[config.mk]
export PLATFORM = sky130hd
export DESIGN_NAME = dkong_bus_ctrl_flat
export DESIGN_NICKNAME = d
export VERILOG_FILES = /design/src/rtl/dkong_bus_ctrl_if.sv /design/src/rtl/dkong_bus_ctrl.sv /design/src/flat_wrapper.sv
export SDC_FILE = /design/constraint.sdc
export NUM_CORES = 1
export LEC_CHECK = 0
export ABC_CLOCK_PERIOD_IN_PS = 2500
export BUFFER_PORTS_ARGS = -buffer_cell sky130_fd_sc_hd__clkbuf_2
export CORE_MARGIN = 2
export CORE_UTILIZATION = 49
export DETAILED_ROUTE_END_ITERATION = 10
export PLACE_DENSITY = 0.75
export SLEW_MARGIN = 25
export SYNTH_ARGS = -nofsm -noshare
export SYNTH_HDL_FRONTEND = slang
export SYNTH_SLANG_ARGS = --single-unit
[constraint.sdc]
create_clock -name I_CLK -period 2.5 [get_ports I_CLK]
set_input_delay 0.5 -clock I_CLK [delete_from_list [all_inputs] [get_ports I_CLK]]
set_output_delay 0.5 -clock I_CLK [all_outputs]
set_load 0.01 [all_outputs]
[src/rtl/dkong_bus_ctrl_if.sv]
// ---------------------------------------------------------------------------
// dkong_bus_ctrl_if
// Purpose : groups the Z80-side strobes, video handshake inputs and every
//           decoded select / latch output of dkong_bus_ctrl into one bundle.
// Modports: slave  - the bus controller (drives the O_* outputs)
//           master - the CPU / board side (drives the I_* inputs)
// Signals : I_CEN        CPU-rate enable, one I_CLK wide
//           I_AB, I_DB   CPU address / write data
//           I_MREQ_n, I_RD_n, I_WR_n, I_RFSH_n  Z80 strobes
//           I_VRAMBUSY_n video owns VRAM when low
//           I_VBLK_n     low during vertical blank
//           O_WAIT_n, O_NMI_n                   CPU wait / NMI
//           O_ROM_CS_n, O_RAM_CS_n, O_OBJ_*, O_VRAM_*, O_DMA_CS_n, O_SW_OE_n
//           O_LATCH_Q, O_CMD_Q, O_WAIT_TMO
// ---------------------------------------------------------------------------
interface dkong_bus_ctrl_if #(
  parameter int RAM_BANKS   = 3,
  parameter int SW_PORTS    = 4,
  parameter int LATCH_BANKS = 2,
  parameter int CMD_W       = 4
);
  logic                       I_CEN;
  logic [15:0]                I_AB;
  logic [7:0]                 I_DB;
  logic                       I_MREQ_n;
  logic                       I_RD_n;
  logic                       I_WR_n;
  logic                       I_RFSH_n;
  logic                       I_VRAMBUSY_n;
  logic                       I_VBLK_n;

  logic                       O_WAIT_n;
  logic                       O_NMI_n;
  logic                       O_ROM_CS_n;
  logic [RAM_BANKS-1:0]       O_RAM_CS_n;
  logic                       O_OBJ_RD_n;
  logic                       O_OBJ_WR_n;
  logic                       O_VRAM_RD_n;
  logic                       O_VRAM_WR_n;
  logic                       O_DMA_CS_n;
  logic [SW_PORTS-1:0]        O_SW_OE_n;
  logic [8*LATCH_BANKS-1:0]   O_LATCH_Q;
  logic [CMD_W-1:0]           O_CMD_Q;
  logic                       O_WAIT_TMO;

  modport slave (
    input  I_CEN, I_AB, I_DB, I_MREQ_n, I_RD_n, I_WR_n, I_RFSH_n,
           I_VRAMBUSY_n, I_VBLK_n,
    output O_WAIT_n, O_NMI_n, O_ROM_CS_n, O_RAM_CS_n, O_OBJ_RD_n, O_OBJ_WR_n,
           O_VRAM_RD_n, O_VRAM_WR_n, O_DMA_CS_n, O_SW_OE_n, O_LATCH_Q,
           O_CMD_Q, O_WAIT_TMO
  );

  modport master (
    output I_CEN, I_AB, I_DB, I_MREQ_n, I_RD_n, I_WR_n, I_RFSH_n,
           I_VRAMBUSY_n, I_VBLK_n,
    input  O_WAIT_n, O_NMI_n, O_ROM_CS_n, O_RAM_CS_n, O_OBJ_RD_n, O_OBJ_WR_n,
           O_VRAM_RD_n, O_VRAM_WR_n, O_DMA_CS_n, O_SW_OE_n, O_LATCH_Q,
           O_CMD_Q, O_WAIT_TMO
  );
endinterface

[src/rtl/dkong_bus_ctrl.sv]
// ---------------------------------------------------------------------------
// dkong_bus_ctrl
// Purpose : Donkey Kong style CPU bus controller. Decodes the Z80 memory map
//           into chip selects, holds the I/O bit latches and command latch,
//           stretches VRAM accesses with WAIT while video owns VRAM (with a
//           timeout), and generates the vertical-blank NMI.
// Ports   : I_CLK   system clock, all state on its rising edge
//           I_RESET asynchronous active-high reset
//           bus     dkong_bus_ctrl_if.slave (strobes in, selects/latches out)
// Memory map (all qualified by I_RFSH_n=1, I_MREQ_n=0):
//   0000-3FFF ROM, 6000+400h*k RAM bank k, 7000-73FF OBJ, 7400-77FF VRAM,
//   7800-783F DMA, 7C00+80h*k switch port k (read),
//   7C00 command latch (write), 7D80+80h*j bit latch bank j (write).
// ---------------------------------------------------------------------------
module dkong_bus_ctrl #(
  parameter int RAM_BANKS   = 3,
  parameter int SW_PORTS    = 4,
  parameter int LATCH_BANKS = 2,
  parameter int CMD_W       = 4,
  parameter int WAIT_MAX    = 255,
  parameter int NMI_BIT     = 4
) (
  input  logic              I_CLK,
  input  logic              I_RESET,
  dkong_bus_ctrl_if.slave   bus
);

  localparam int               CNT_W    = (WAIT_MAX > 0) ? $clog2(WAIT_MAX + 1) : 1;
  localparam logic [CNT_W-1:0] WAIT_LIM = CNT_W'(WAIT_MAX);
  localparam logic             WAIT_EN  = (WAIT_MAX > 0) ? 1'b1 : 1'b0;

  typedef enum logic [1:0] {
    ST_IDLE = 2'd0,
    ST_WAIT = 2'd1,
    ST_HOLD = 2'd2
  } wait_state_t;

  wait_state_t                state_q, state_d;
  logic [CNT_W-1:0]           cnt_q, cnt_d;
  logic                       tmo_q, tmo_d;
  logic                       io_wr_q;
  logic                       vblk_q;
  logic                       nmi_n_q, nmi_n_d;
  logic                       wait_exit_q;
  logic [8*LATCH_BANKS-1:0]   latch_q, latch_d;
  logic [CMD_W-1:0]           cmd_q, cmd_d;

  logic                       mem_s, rd_s, wr_s, acc_s;
  logic                       vram_hit_s, vram_acc_s, io_wr_s, io_fire_s;
  logic                       vblk_fall_s, nmi_en_s;
  logic [CNT_W-1:0]           cnt_inc_s;
  logic [RAM_BANKS-1:0]       ram_cs_n_s;
  logic [SW_PORTS-1:0]        sw_oe_n_s;
  logic [15:0]                ab_s;

  assign ab_s       = bus.I_AB;
  assign mem_s      = bus.I_RFSH_n & ~bus.I_MREQ_n;
  assign rd_s       = mem_s & ~bus.I_RD_n;
  assign wr_s       = mem_s & ~bus.I_WR_n;
  assign acc_s      = rd_s | wr_s;
  assign vram_hit_s = (ab_s[15:10] == 6'h1D);
  assign vram_acc_s = acc_s & vram_hit_s;
  assign io_wr_s    = wr_s & (ab_s[15:10] == 6'h1F);
  // A held write strobe only counts on its first active edge.
  assign io_fire_s  = io_wr_s & ~io_wr_q;
  assign vblk_fall_s = vblk_q & ~bus.I_VBLK_n;
  assign nmi_en_s   = latch_q[NMI_BIT];
  assign cnt_inc_s  = cnt_q + {{(CNT_W-1){1'b0}}, 1'b1};

  // Wait FSM next state, wait counter and sticky timeout flag.
  always_comb begin
    state_d = state_q;
    cnt_d   = cnt_q;
    tmo_d   = tmo_q;
    case (state_q)
      ST_IDLE: begin
        if (WAIT_EN && bus.I_CEN && vram_acc_s && !bus.I_VRAMBUSY_n && bus.I_VBLK_n) begin
          state_d = ST_WAIT;
          cnt_d   = '0;
        end else begin
          state_d = ST_IDLE;
        end
      end
      ST_WAIT: begin
        // Video releasing VRAM or vblank starting ends the wait at once.
        if (bus.I_VRAMBUSY_n || !bus.I_VBLK_n) begin
          state_d = ST_IDLE;
        end else if (bus.I_CEN) begin
          cnt_d = cnt_inc_s;
          if (cnt_inc_s == WAIT_LIM) begin
            state_d = ST_HOLD;
            tmo_d   = 1'b1;
          end else begin
            state_d = ST_WAIT;
          end
        end else begin
          state_d = ST_WAIT;
        end
      end
      ST_HOLD: begin
        // Stay out of WAIT until the timed-out bus cycle has finished.
        if (bus.I_MREQ_n) begin
          state_d = ST_IDLE;
        end else begin
          state_d = ST_HOLD;
        end
      end
      default: begin
        state_d = ST_IDLE;
        cnt_d   = '0;
      end
    endcase
  end

  // Bit latches, command latch and NMI next state.
  always_comb begin
    latch_d = latch_q;
    for (int j = 0; j < LATCH_BANKS; j++) begin
      for (int b = 0; b < 8; b++) begin
        latch_d[8*j+b] = (io_fire_s && (ab_s[15:7] == (9'h0FB + 9'(j))) && (ab_s[2:0] == 3'(b)))
                         ? bus.I_DB[0] : latch_q[8*j+b];
      end
    end
    cmd_d = (io_fire_s && (ab_s[15:7] == 9'h0F8)) ? bus.I_DB[CMD_W-1:0] : cmd_q;
    // A cleared enable wins over a simultaneous vblank edge.
    if (!nmi_en_s) begin
      nmi_n_d = 1'b1;
    end else if (vblk_fall_s) begin
      nmi_n_d = 1'b0;
    end else begin
      nmi_n_d = nmi_n_q;
    end
  end

  // Banked selects: unimplemented banks/ports never match.
  always_comb begin
    ram_cs_n_s = '1;
    sw_oe_n_s  = '1;
    for (int k = 0; k < RAM_BANKS; k++) begin
      ram_cs_n_s[k] = ~(acc_s && (ab_s[15:10] == (6'h18 + 6'(k))));
    end
    for (int k = 0; k < SW_PORTS; k++) begin
      sw_oe_n_s[k] = ~(rd_s && (ab_s[15:7] == (9'h0F8 + 9'(k))));
    end
  end

  // State registers.
  always_ff @(posedge I_CLK or posedge I_RESET) begin
    if (I_RESET) begin
      state_q     <= ST_IDLE;
      cnt_q       <= '0;
      tmo_q       <= 1'b0;
      io_wr_q     <= 1'b0;
      vblk_q      <= 1'b1;
      nmi_n_q     <= 1'b1;
      wait_exit_q <= 1'b0;
      latch_q     <= '0;
      cmd_q       <= '0;
    end else begin
      state_q     <= state_d;
      cnt_q       <= cnt_d;
      tmo_q       <= tmo_d;
      io_wr_q     <= io_wr_s;
      vblk_q      <= bus.I_VBLK_n;
      nmi_n_q     <= nmi_n_d;
      wait_exit_q <= (state_q == ST_WAIT);
      latch_q     <= latch_d;
      cmd_q       <= cmd_d;
    end
  end

  assign bus.O_WAIT_n    = (state_q != ST_WAIT);
  assign bus.O_NMI_n     = nmi_n_q;
  assign bus.O_WAIT_TMO  = tmo_q;
  assign bus.O_LATCH_Q   = latch_q;
  assign bus.O_CMD_Q     = cmd_q;
  assign bus.O_ROM_CS_n  = ~(mem_s && (ab_s[15:14] == 2'b00));
  assign bus.O_RAM_CS_n  = ram_cs_n_s;
  assign bus.O_OBJ_RD_n  = ~(rd_s && (ab_s[15:10] == 6'h1C));
  assign bus.O_OBJ_WR_n  = ~(wr_s && (ab_s[15:10] == 6'h1C));
  assign bus.O_VRAM_RD_n = ~(rd_s && vram_hit_s);
  // The write strobe is withheld while stalled and for one clock after.
  assign bus.O_VRAM_WR_n = ~(wr_s && vram_hit_s && (state_q != ST_WAIT) && !wait_exit_q);
  assign bus.O_DMA_CS_n  = ~(acc_s && (ab_s[15:6] == 10'h1E0));
  assign bus.O_SW_OE_n   = sw_oe_n_s;

endmodule
[src/flat_wrapper.sv]
// flat-port wrapper written by rule: the top's interface ports become plain ports
module dkong_bus_ctrl_flat 
#(
  parameter int RAM_BANKS   = 3,
  parameter int SW_PORTS    = 4,
  parameter int LATCH_BANKS = 2,
  parameter int CMD_W       = 4,
  parameter int WAIT_MAX    = 255,
  parameter int NMI_BIT     = 4
)
  (I_CLK, I_RESET, bus_I_CEN, bus_I_AB, bus_I_DB, bus_I_MREQ_n, bus_I_RD_n, bus_I_WR_n, bus_I_RFSH_n, bus_I_VRAMBUSY_n, bus_I_VBLK_n, bus_O_WAIT_n, bus_O_NMI_n, bus_O_ROM_CS_n, bus_O_RAM_CS_n, bus_O_OBJ_RD_n, bus_O_OBJ_WR_n, bus_O_VRAM_RD_n, bus_O_VRAM_WR_n, bus_O_DMA_CS_n, bus_O_SW_OE_n, bus_O_LATCH_Q, bus_O_CMD_Q, bus_O_WAIT_TMO);
  dkong_bus_ctrl_if #(.RAM_BANKS(RAM_BANKS), .SW_PORTS(SW_PORTS), .LATCH_BANKS(LATCH_BANKS), .CMD_W(CMD_W)) bus_i ();
  input  logic I_CLK;
  input  logic I_RESET;
  input wire logic [$bits(bus_i.I_CEN)-1:0] bus_I_CEN;
  input wire logic [$bits(bus_i.I_AB)-1:0] bus_I_AB;
  input wire logic [$bits(bus_i.I_DB)-1:0] bus_I_DB;
  input wire logic [$bits(bus_i.I_MREQ_n)-1:0] bus_I_MREQ_n;
  input wire logic [$bits(bus_i.I_RD_n)-1:0] bus_I_RD_n;
  input wire logic [$bits(bus_i.I_WR_n)-1:0] bus_I_WR_n;
  input wire logic [$bits(bus_i.I_RFSH_n)-1:0] bus_I_RFSH_n;
  input wire logic [$bits(bus_i.I_VRAMBUSY_n)-1:0] bus_I_VRAMBUSY_n;
  input wire logic [$bits(bus_i.I_VBLK_n)-1:0] bus_I_VBLK_n;
  output wire logic [$bits(bus_i.O_WAIT_n)-1:0] bus_O_WAIT_n;
  output wire logic [$bits(bus_i.O_NMI_n)-1:0] bus_O_NMI_n;
  output wire logic [$bits(bus_i.O_ROM_CS_n)-1:0] bus_O_ROM_CS_n;
  output wire logic [$bits(bus_i.O_RAM_CS_n)-1:0] bus_O_RAM_CS_n;
  output wire logic [$bits(bus_i.O_OBJ_RD_n)-1:0] bus_O_OBJ_RD_n;
  output wire logic [$bits(bus_i.O_OBJ_WR_n)-1:0] bus_O_OBJ_WR_n;
  output wire logic [$bits(bus_i.O_VRAM_RD_n)-1:0] bus_O_VRAM_RD_n;
  output wire logic [$bits(bus_i.O_VRAM_WR_n)-1:0] bus_O_VRAM_WR_n;
  output wire logic [$bits(bus_i.O_DMA_CS_n)-1:0] bus_O_DMA_CS_n;
  output wire logic [$bits(bus_i.O_SW_OE_n)-1:0] bus_O_SW_OE_n;
  output wire logic [$bits(bus_i.O_LATCH_Q)-1:0] bus_O_LATCH_Q;
  output wire logic [$bits(bus_i.O_CMD_Q)-1:0] bus_O_CMD_Q;
  output wire logic [$bits(bus_i.O_WAIT_TMO)-1:0] bus_O_WAIT_TMO;
  assign bus_i.I_CEN = bus_I_CEN;
  assign bus_i.I_AB = bus_I_AB;
  assign bus_i.I_DB = bus_I_DB;
  assign bus_i.I_MREQ_n = bus_I_MREQ_n;
  assign bus_i.I_RD_n = bus_I_RD_n;
  assign bus_i.I_WR_n = bus_I_WR_n;
  assign bus_i.I_RFSH_n = bus_I_RFSH_n;
  assign bus_i.I_VRAMBUSY_n = bus_I_VRAMBUSY_n;
  assign bus_i.I_VBLK_n = bus_I_VBLK_n;
  assign bus_O_WAIT_n = bus_i.O_WAIT_n;
  assign bus_O_NMI_n = bus_i.O_NMI_n;
  assign bus_O_ROM_CS_n = bus_i.O_ROM_CS_n;
  assign bus_O_RAM_CS_n = bus_i.O_RAM_CS_n;
  assign bus_O_OBJ_RD_n = bus_i.O_OBJ_RD_n;
  assign bus_O_OBJ_WR_n = bus_i.O_OBJ_WR_n;
  assign bus_O_VRAM_RD_n = bus_i.O_VRAM_RD_n;
  assign bus_O_VRAM_WR_n = bus_i.O_VRAM_WR_n;
  assign bus_O_DMA_CS_n = bus_i.O_DMA_CS_n;
  assign bus_O_SW_OE_n = bus_i.O_SW_OE_n;
  assign bus_O_LATCH_Q = bus_i.O_LATCH_Q;
  assign bus_O_CMD_Q = bus_i.O_CMD_Q;
  assign bus_O_WAIT_TMO = bus_i.O_WAIT_TMO;
  dkong_bus_ctrl #(.RAM_BANKS(RAM_BANKS), .SW_PORTS(SW_PORTS), .LATCH_BANKS(LATCH_BANKS), .CMD_W(CMD_W), .WAIT_MAX(WAIT_MAX), .NMI_BIT(NMI_BIT)) u_core (.I_CLK(I_CLK), .I_RESET(I_RESET), .bus(bus_i));
endmodule
==> metrics.md, run 1 <==
| Metric | Value |
|---|---|
| Status | `finished, final reports clean` |
| Antenna violations before repair | `0` |
| Final period utilization | `0.887` |
| CTS tree | `done` |
| Die Wd | `66.4 um` |
| DIE AREA | `4410 um^2` |
| Leak | `1.17 nW` |
| Post-CTS Resized | `0` |
| Critical path type | `reg -> out` |
| Synth-to-Final Area Change | `25.5%` |
| Cell Area, Synth | `1910 um^2` |
| Pint | `0.931 mW` |
| RSZ-0062 raised after global routing | `no` |
| Finish-stage setup viols | `0` |
| Post-CTS Setup Inserts | `0` |
| Sequential Power Share | `0.488` |
| Ys async rst share | `1.00` |
| Avg Cell Area, Syn | `10.1 um^2` |
| WHS | `0.278 ns` |
| Net switching power | `0.264 mW` |
| Setup_tns | `0 ns` |
| Arrival @ worst endpoint | `1.72 ns` |
| DR vias/cell | `5.50` |
| Routed via count | `1679` |
| Vias in the first global route | `1410` |
| ANT nets after route | `0` |
| Layout cells sized above 1 | `0.327` |
| Ys Warns | `0` |
| Layout Skew | `0.00645 ns` |
| Root Buffer | `clkbuf_8` |
| PD cells | `499 nW/um^2` |
| Clock Path Buffers | `2` |
| Hold Crit Class | `in -> async` |
| Core Util, Final | `0.644` |
| Pin count of the biggest net entering global routing | `36` |
| VDD IR max | `0.352 mV` |
| Total track usage | `0.191` |
| Combinational power share | `0.076` |
| Worst-skew pair later-pin latency | `0.28 ns` |
| Core area | `3720 um^2` |
| Cts hold-fix bufs | `0` |
| Syn_nets | `224` |
| Commonest non-fill, non-tap cell in the layout | `clkbuf_2` |
| Max Fclk | `451 MHz` |
| Ant diodes | `0` |
| Fin crit period | `2.22 ns` |
| CP endpoint kind | `output pin` |
| Final Max Tran Viols | `0` |
| Sink Count | `35` |
| Sequential fraction of the synthesis area | `0.460` |
| Clk pwr share | `0.436` |
| DR iter-0 viols | `56` |
| Grt ovf | `0` |
| H-tree lvl count | `2` |
| Prevailing post-synth register cell | `dfrtp_1` |
| Reg clk slew, reported paths | `0.07 ns` |
| Fill cells | `323` |
| Max-cap violation count | `0` |
| Die height | `66.4 um` |
| Reg2Reg Setup Slack | `0.65 ns` |
| Routed length per instance | `13.4 um` |
| Num CTS Buffers | `5` |
| Max FO, Critical Path | `8` |
| Post-synthesis cell count | `189` |
| Net Sw Frac | `0.221` |
| Residual DRC | `0` |
| Port bufs | `61` |
| Worst Path Required | `2.00 ns` |
| Final Hold Viols | `0` |
| Startpoint Class | `flop` |
| Post-Route WL | `4080 um` |
| Routability cong. | `0.793` |
| Leading cell types in the layout, fill and taps excluded | `61 x clkbuf_2, 33 x dfrtp_1, 18 x mux2_1` |
| Initial Util | `0.513` |
| Slew @ Worst Pin | `0.596 ns` |
| Ports | `69` |
| Hpwl dp | `3110 um` |
| Global-route wire length before repair | `6420 um` |
| Drt pass-1 iters | `4` |
| Cell Rows | `22` |
| Post-synthesis cell type count | `42` |
| Count of nets after finishing | `291` |
| Rel. slew slack | `0.592` |
| Count of state elements after synthesis | `35` |
| Number of enable flip-flop cells after synthesis | `0` |
-- metrics by stage --
stage	instance area [um^2]	worst slack [ns]	std cells	power, mW
global placement	2280	0.169	297	0.684
floorplan	1910	0.299	189	0.638
global route	2390	0.146	305	1.24
finish	2390	0.282	305	1.20
CTS	2390	0.279	305	1.21
detailed placement	2280	0.143	297	0.685
-- worst max-delay path: stages, from the launching register on --
cell and delay (ns):
dfrtp_1 0.40, nand2b_1 0.31, inv_1 0.16, or4_1 0.43, clkbuf_2 0.14
-- layout make-up --
cell class / count / area, um^2 / area share
flip-flops and latches: 35 / 878 / 0.367
repair buffers: 65 / 335 / 0.140
multi-input cells: 139 / 966 / 0.403
clock inverters: 2 / 35.0 / 0.0146
clock buffers: 6 / 82.6 / 0.0345
well taps: 48 / 60.1 / 0.0251
inverters: 10 / 37.5 / 0.0157
-- synth_stat cells, types with 2 or more instances --
cell type | count | area (um^2)
dfrtp_1 | 33 | 826
mux2_1 | 18 | 203
nor3_1 | 15 | 75.1
nor2_1 | 13 | 48.8
nand2_1 | 12 | 45.0
inv_1 | 10 | 37.5
nand3_1 | 7 | 35.0
nand3b_1 | 7 | 52.6
nand2b_1 | 6 | 37.5
nor4_1 | 6 | 37.5
a21oi_1 | 4 | 20.0
a31oi_1 | 4 | 25.0
clkbuf_1 | 4 | 15.0
nand4_1 | 4 | 25.0
o21ai_0 | 4 | 20.0
mux2_2 | 3 | 33.8
nor3b_1 | 3 | 22.5
o21ai_1 | 3 | 15.0
a211o_1 | 2 | 17.5
and2_1 | 2 | 12.5
dfstp_2 | 2 | 52.6
ha_1 | 2 | 25.0
nand4b_1 | 2 | 17.5
o2bb2ai_1 | 2 | 17.5
or3_1 | 2 | 12.5
or4_1 | 2 | 15.0
xnor2_1 | 2 | 17.5
-- worst paths after layout --
| kind | from | endpoint | cells after the start |
|---|---|---|---|
| setup reg to reg | u_core.cnt_q[0] | u_core.state_q[0] | 4 |
| hold reg to reg | u_core.bus.O_LATCH_Q[4] | u_core.bus.O_NMI_n | 1 |
| max in group asynchronous | I_RESET | u_core.bus.O_NMI_n | 3 |
| setup / recovery | u_core.state_q[1] | bus_O_VRAM_WR_n | 4 |
| hold / removal | I_RESET | u_core.bus.O_LATCH_Q[13] | 3 |
| min in group I_CLK | bus_I_VBLK_n | u_core.vblk_q | 1 |
-- sequential cells by signal, summed over array words and instances (netlist names) --
signal                 cells
u_core.bus.O_LATCH_Q      16
u_core.cnt_q               8
u_core.bus.O_CMD_Q         4
u_core.state_q             2
u_core.bus.O_NMI_n         1
u_core.bus.O_WAIT_TMO      1
u_core.io_wr_q             1
u_core.vblk_q              1
u_core.wait_exit_q         1
-- routing by layer --
layer / vias up / track usage / share of wire
met5: - / 0 / 0
met4: 0 / 0.0612 / 0.013
met3: 7 / 0.0375 / 0.076
met2: 62 / 0.291 / 0.43
met1: 770 / 0.273 / 0.48
li1: 840 / - / -
-- kinds of logic after synthesis --
kind of cell	synth area share
AND/OR/NAND/NOR	0.266
AO/OA/AOI/OAI	0.0944
buffers and inverters	0.0334
flip-flops	0.460
adder cells (fa/ha/maj)	0.0131
XOR/XNOR	0.00918
multiplexers	0.124
-- power by group through the flow --
stage                     clock network, mW  logic [mW]  registers (mW)
after floorplan                           0      0.0480           0.590
after global placement                    0      0.0911           0.593
after detailed placement                  0      0.0916           0.593
after CTS                             0.536      0.0925           0.582
after global routing                  0.555       0.103           0.583
final                                 0.521      0.0914           0.583
No activity file was read; power rests on OpenSTA's default activity.
==> run 2: changes to the inputs <==
Settings changed: ABC_AREA set to 1.
==> run 2 against run 1 <==
  * Routed wire length up 2.2%
  * Clock-buffer cell count grew 1
  * Combinational power rose by 20%
  * Maximum frequency up 9.0%
  * Highest routed layer unchanged
==> metrics.md, run 2 <==
| Metric | Value |
|---|---|
| Synth top cells by count | `88 x nand2_1, 33 x dfrtp_1, 32 x inv_1 (was 33 x dfrtp_1, 18 x mux2_1, 15 x nor3_1)` |
| Worst path cell trace | `clkbuf_2 > nand2_1 > nor3_4 > inv_1 > nor3_1 > nand4_1 > clkbuf_2 (was nand2b_1 > inv_1 > or4_1 > clkbuf_2)` |
| Worst-skew pair later-pin latency | `0.29 ns (was 0.28 ns)` |
| Hpwl dp | `3280 um (was 3110 um)` |
| Max Fclk | `492 MHz (was 451 MHz)` |
| Count of state elements after synthesis | `35 (unchanged)` |
| Reg clk slew, reported paths | `0.08 ns (was 0.07 ns)` |
| Num CTS Buffers | `5 (unchanged)` |
| Cell Rows | `22 (unchanged)` |
| Sink Count | `35 (unchanged)` |
| Vias in the first global route | `1739 (was 1410)` |
| Layout Skew | `0.00838 ns (was 0.00645 ns)` |
| Final period utilization | `0.814 (was 0.887)` |
| Count of nets after finishing | `362 (was 291)` |
| Initial Util | `0.519 (was 0.513)` |
| Pre-CTS setup slack | `0.463 ns (was 0.143 ns)` |
| Synth-to-Final Area Change | `24.5% (was 25.5%)` |
| VDD IR max | `0.309 mV (was 0.352 mV)` |
| CTS tree | `done (unchanged)` |
| Routed length per instance | `11.1 um (was 13.4 um)` |
| Post-CTS Setup Inserts | `0 (unchanged)` |
| Die Wd | `67.0 um (was 66.4 um)` |
| CP endpoint kind | `output pin (unchanged)` |
| Final Max Tran Viols | `0 (unchanged)` |
| Arrival @ worst endpoint | `1.53 ns (was 1.72 ns)` |
| Worst Path Required | `2.00 ns (about the same)` |
| Final Hold Viols | `0 (unchanged)` |
| Setup_tns | `0 ns (unchanged)` |
| Synth top area share | `0.425 (was 0.433)` |
| Grt ovf | `0 (unchanged)` |
| Global-route wire length before repair | `7220 um (was 6420 um)` |
| Most frequent CP cell | `clkbuf_2` |
| DR iter-0 viols | `75 (was 56)` |
| Max FO, Critical Path | `3 (was 8)` |
| Cts hold-fix bufs | `0 (unchanged)` |
| Commonest non-fill, non-tap cell in the layout | `nand2_1 (was clkbuf_2)` |
| Slew @ Worst Pin | `0.543 ns (was 0.596 ns)` |
| Sequential fraction of the synthesis area | `0.452 (was 0.460)` |
| Pin count of the biggest net entering global routing | `36 (unchanged)` |
| Routability cong. | `0.936 (was 0.793)` |
| Total track usage | `0.211 (was 0.191)` |
| Ys async rst share | `1.00 (unchanged)` |
| Core area | `3740 um^2 (was 3720 um^2)` |
| Leak | `1.27 nW (was 1.17 nW)` |
| Ant diodes | `0 (unchanged)` |
| Startpoint Class | `input pin (was flop)` |
| Leading cell types in the layout, fill and taps excluded | `88 x nand2_1, 61 x clkbuf_2, 33 x dfrtp_1 (was 61 x clkbuf_2, 33 x dfrtp_1, 18 x mux2_1)` |
| RSZ-0062 raised after global routing | `no (unchanged)` |
| Hold Crit Class | `in -> async (unchanged)` |
| WHS | `0.278 ns (about the same)` |
| Port bufs | `61 (unchanged)` |
| Post-synthesis cell type count | `24 (was 42)` |
| H-tree lvl count | `2 (unchanged)` |
| PD cells | `473 nW/um^2 (was 499 nW/um^2)` |
| Reg2Reg Setup Slack | `1.03 ns (was 0.65 ns)` |
| ANT nets after route | `0 (unchanged)` |
| Syn_nets | `293 (was 224)` |
| Max-cap violation count | `0 (unchanged)` |
| Max reg flops | `16 (unchanged)` |
| Prevailing post-synth register cell | `dfrtp_1 (unchanged)` |
| Final worst slack | `0.466 ns (was 0.282 ns)` |
| Rel. slew slack | `0.636 (was 0.592)` |
| Post-Route WL | `4170 um (was 4080 um)` |
| DR vias/cell | `4.89 (was 5.50)` |
| Slowest cell on the critical path | `nor3_1 (was or4_1)` |
| Count leader, synth | `nand2_1 (was dfrtp_1)` |
| Post-CTS Resized | `0 (unchanged)` |
| DIE AREA | `4490 um^2 (was 4410 um^2)` |
| Drt pass-1 iters | `4 (unchanged)` |
| Cell Area, Synth | `1940 um^2 (was 1910 um^2)` |
| Finish-stage setup viols | `0 (unchanged)` |
| Placed Cells | `368 (was 297)` |
| Critical path buffer and inverter count | `3 (was 2)` |
| Residual DRC | `0 (unchanged)` |
| Post-synthesis cell count | `258 (was 189)` |
| Routed via count | `1838 (was 1679)` |
| Antenna violations before repair | `0 (unchanged)` |
| Fin crit period | `2.03 ns (was 2.22 ns)` |
| Avg Cell Area, Syn | `7.54 um^2 (was 10.1 um^2)` |
| Delay-heaviest family, CP | `simple AND/OR/NAND/NOR gates (unchanged)` |
| Max stage delay on crit path | `0.25 ns (was 0.43 ns)` |
| Layout cells sized above 1 | `0.280 (was 0.327)` |
| Post-Layout Cell Count | `376 (was 305)` |
| Number of enable flip-flop cells after synthesis | `0 (unchanged)` |
| Status | `finished, final reports clean (unchanged)` |
| Dominant cells by area after synthesis | `dfrtp_1 42%, nand2_1 17%, inv_1 6.2% (was dfrtp_1 43%, mux2_1 11%, nor3_1 3.9%)` |
| Root Buffer | `clkbuf_8 (unchanged)` |
| Largest area contributor in the netlist | `dfrtp_1 (unchanged)` |
| Clock Path Buffers | `2 (unchanged)` |
| Die height | `67.0 um (was 66.4 um)` |
| Ports | `69 (unchanged)` |
| Critical path type | `in -> out (was reg -> out)` |
| Ys Warns | `0 (unchanged)` |
[run 2: cell types whose count changed after synthesis, moves of 7 or more]
cell      before  now
nand2_1       12   88
mux2_1        18    0
o21ai_1        3   18
inv_1         10   32
nand3_1        7   23
nand3b_1       7    0
[run 2: logic make-up (layout without fill, tap and decap cells)]
kind of cell	Yosys count	in the layout	synth area share
buf+inv	38	108	0.0772
flops	35	35	0.452
compound gates	21	21	0.0553
xor+xnor	3	3	0.0135
fa+ha+maj	2	2	0.0129
simple gates	159	159	0.389
[run 2: routing by layer]
| layer | part of all wire | wire length (um) | GRT usage | vias to the layer above |
|---|---|---|---|---|
| li1 | - | - | - | 963 |
| met1 | 0.45 | 1900 | 0.257 | 831 |
| met2 | 0.48 | 2000 | 0.369 | 38 |
| met3 | 0.053 | 221 | 0.0574 | 6 |
| met4 | 0.011 | 47 | 0.0536 | 0 |
| met5 | 0 | 0 | 0 | - |
[run 2: worst paths after layout]
path | cells past startpoint | end | from
max | 7 | bus_O_SW_OE_n[1] | bus_I_AB[12]
min | 3 | u_core.bus.O_LATCH_Q[14] | I_RESET
max reg2reg | 7 | u_core.state_q[1] | u_core.cnt_q[1]
min reg2reg | 1 | u_core.bus.O_NMI_n | u_core.bus.O_LATCH_Q[4]
max in group asynchronous | 3 | u_core.vblk_q | I_RESET
min in group I_CLK | 1 | u_core.vblk_q | bus_I_VBLK_n
[run 2: power breakdown]
| part | switching [mW] | leakage (nW) | internal, mW |
|---|---|---|---|
| clock | 0.207 | 0.0505 | 0.251 |
| sequential | 0.00469 | 0.448 | 0.573 |
| combinational | 0.0742 | 0.771 | 0.0358 |
[run 2: through the flow]
step | utilization | power (mW) | area [um^2]
floorplan | - | 0.654 | 1940
global placement | 0.619 | 0.697 | 2320
CTS | 0.647 | 1.16 | 2420
detailed placement | 0.619 | 0.700 | 2320
finish | 0.647 | 1.15 | 2420
global route | 0.647 | 1.20 | 2420
[run 2: layout make-up]
cell class,instances,area (um^2)
Sequential cell,35,878
Clock buffer,7,96.3
Fill cell,340,1320
Tap cell,48,60.1
Clock inverter,1,7.51
Timing Repair Buffer,64,328
Multi-Input combinational cell,185,916
Inverter,36,135
[run 2: worst reg2reg max path: stages (launching register included)]
cell,delay [ns]
dfrtp_1,0.42
ha_1,0.22
nand3_1,0.14
xor2_1,0.20
nand3_1,0.11
nor2_1,0.15
nand3_1,0.10
nand2_1,0.07
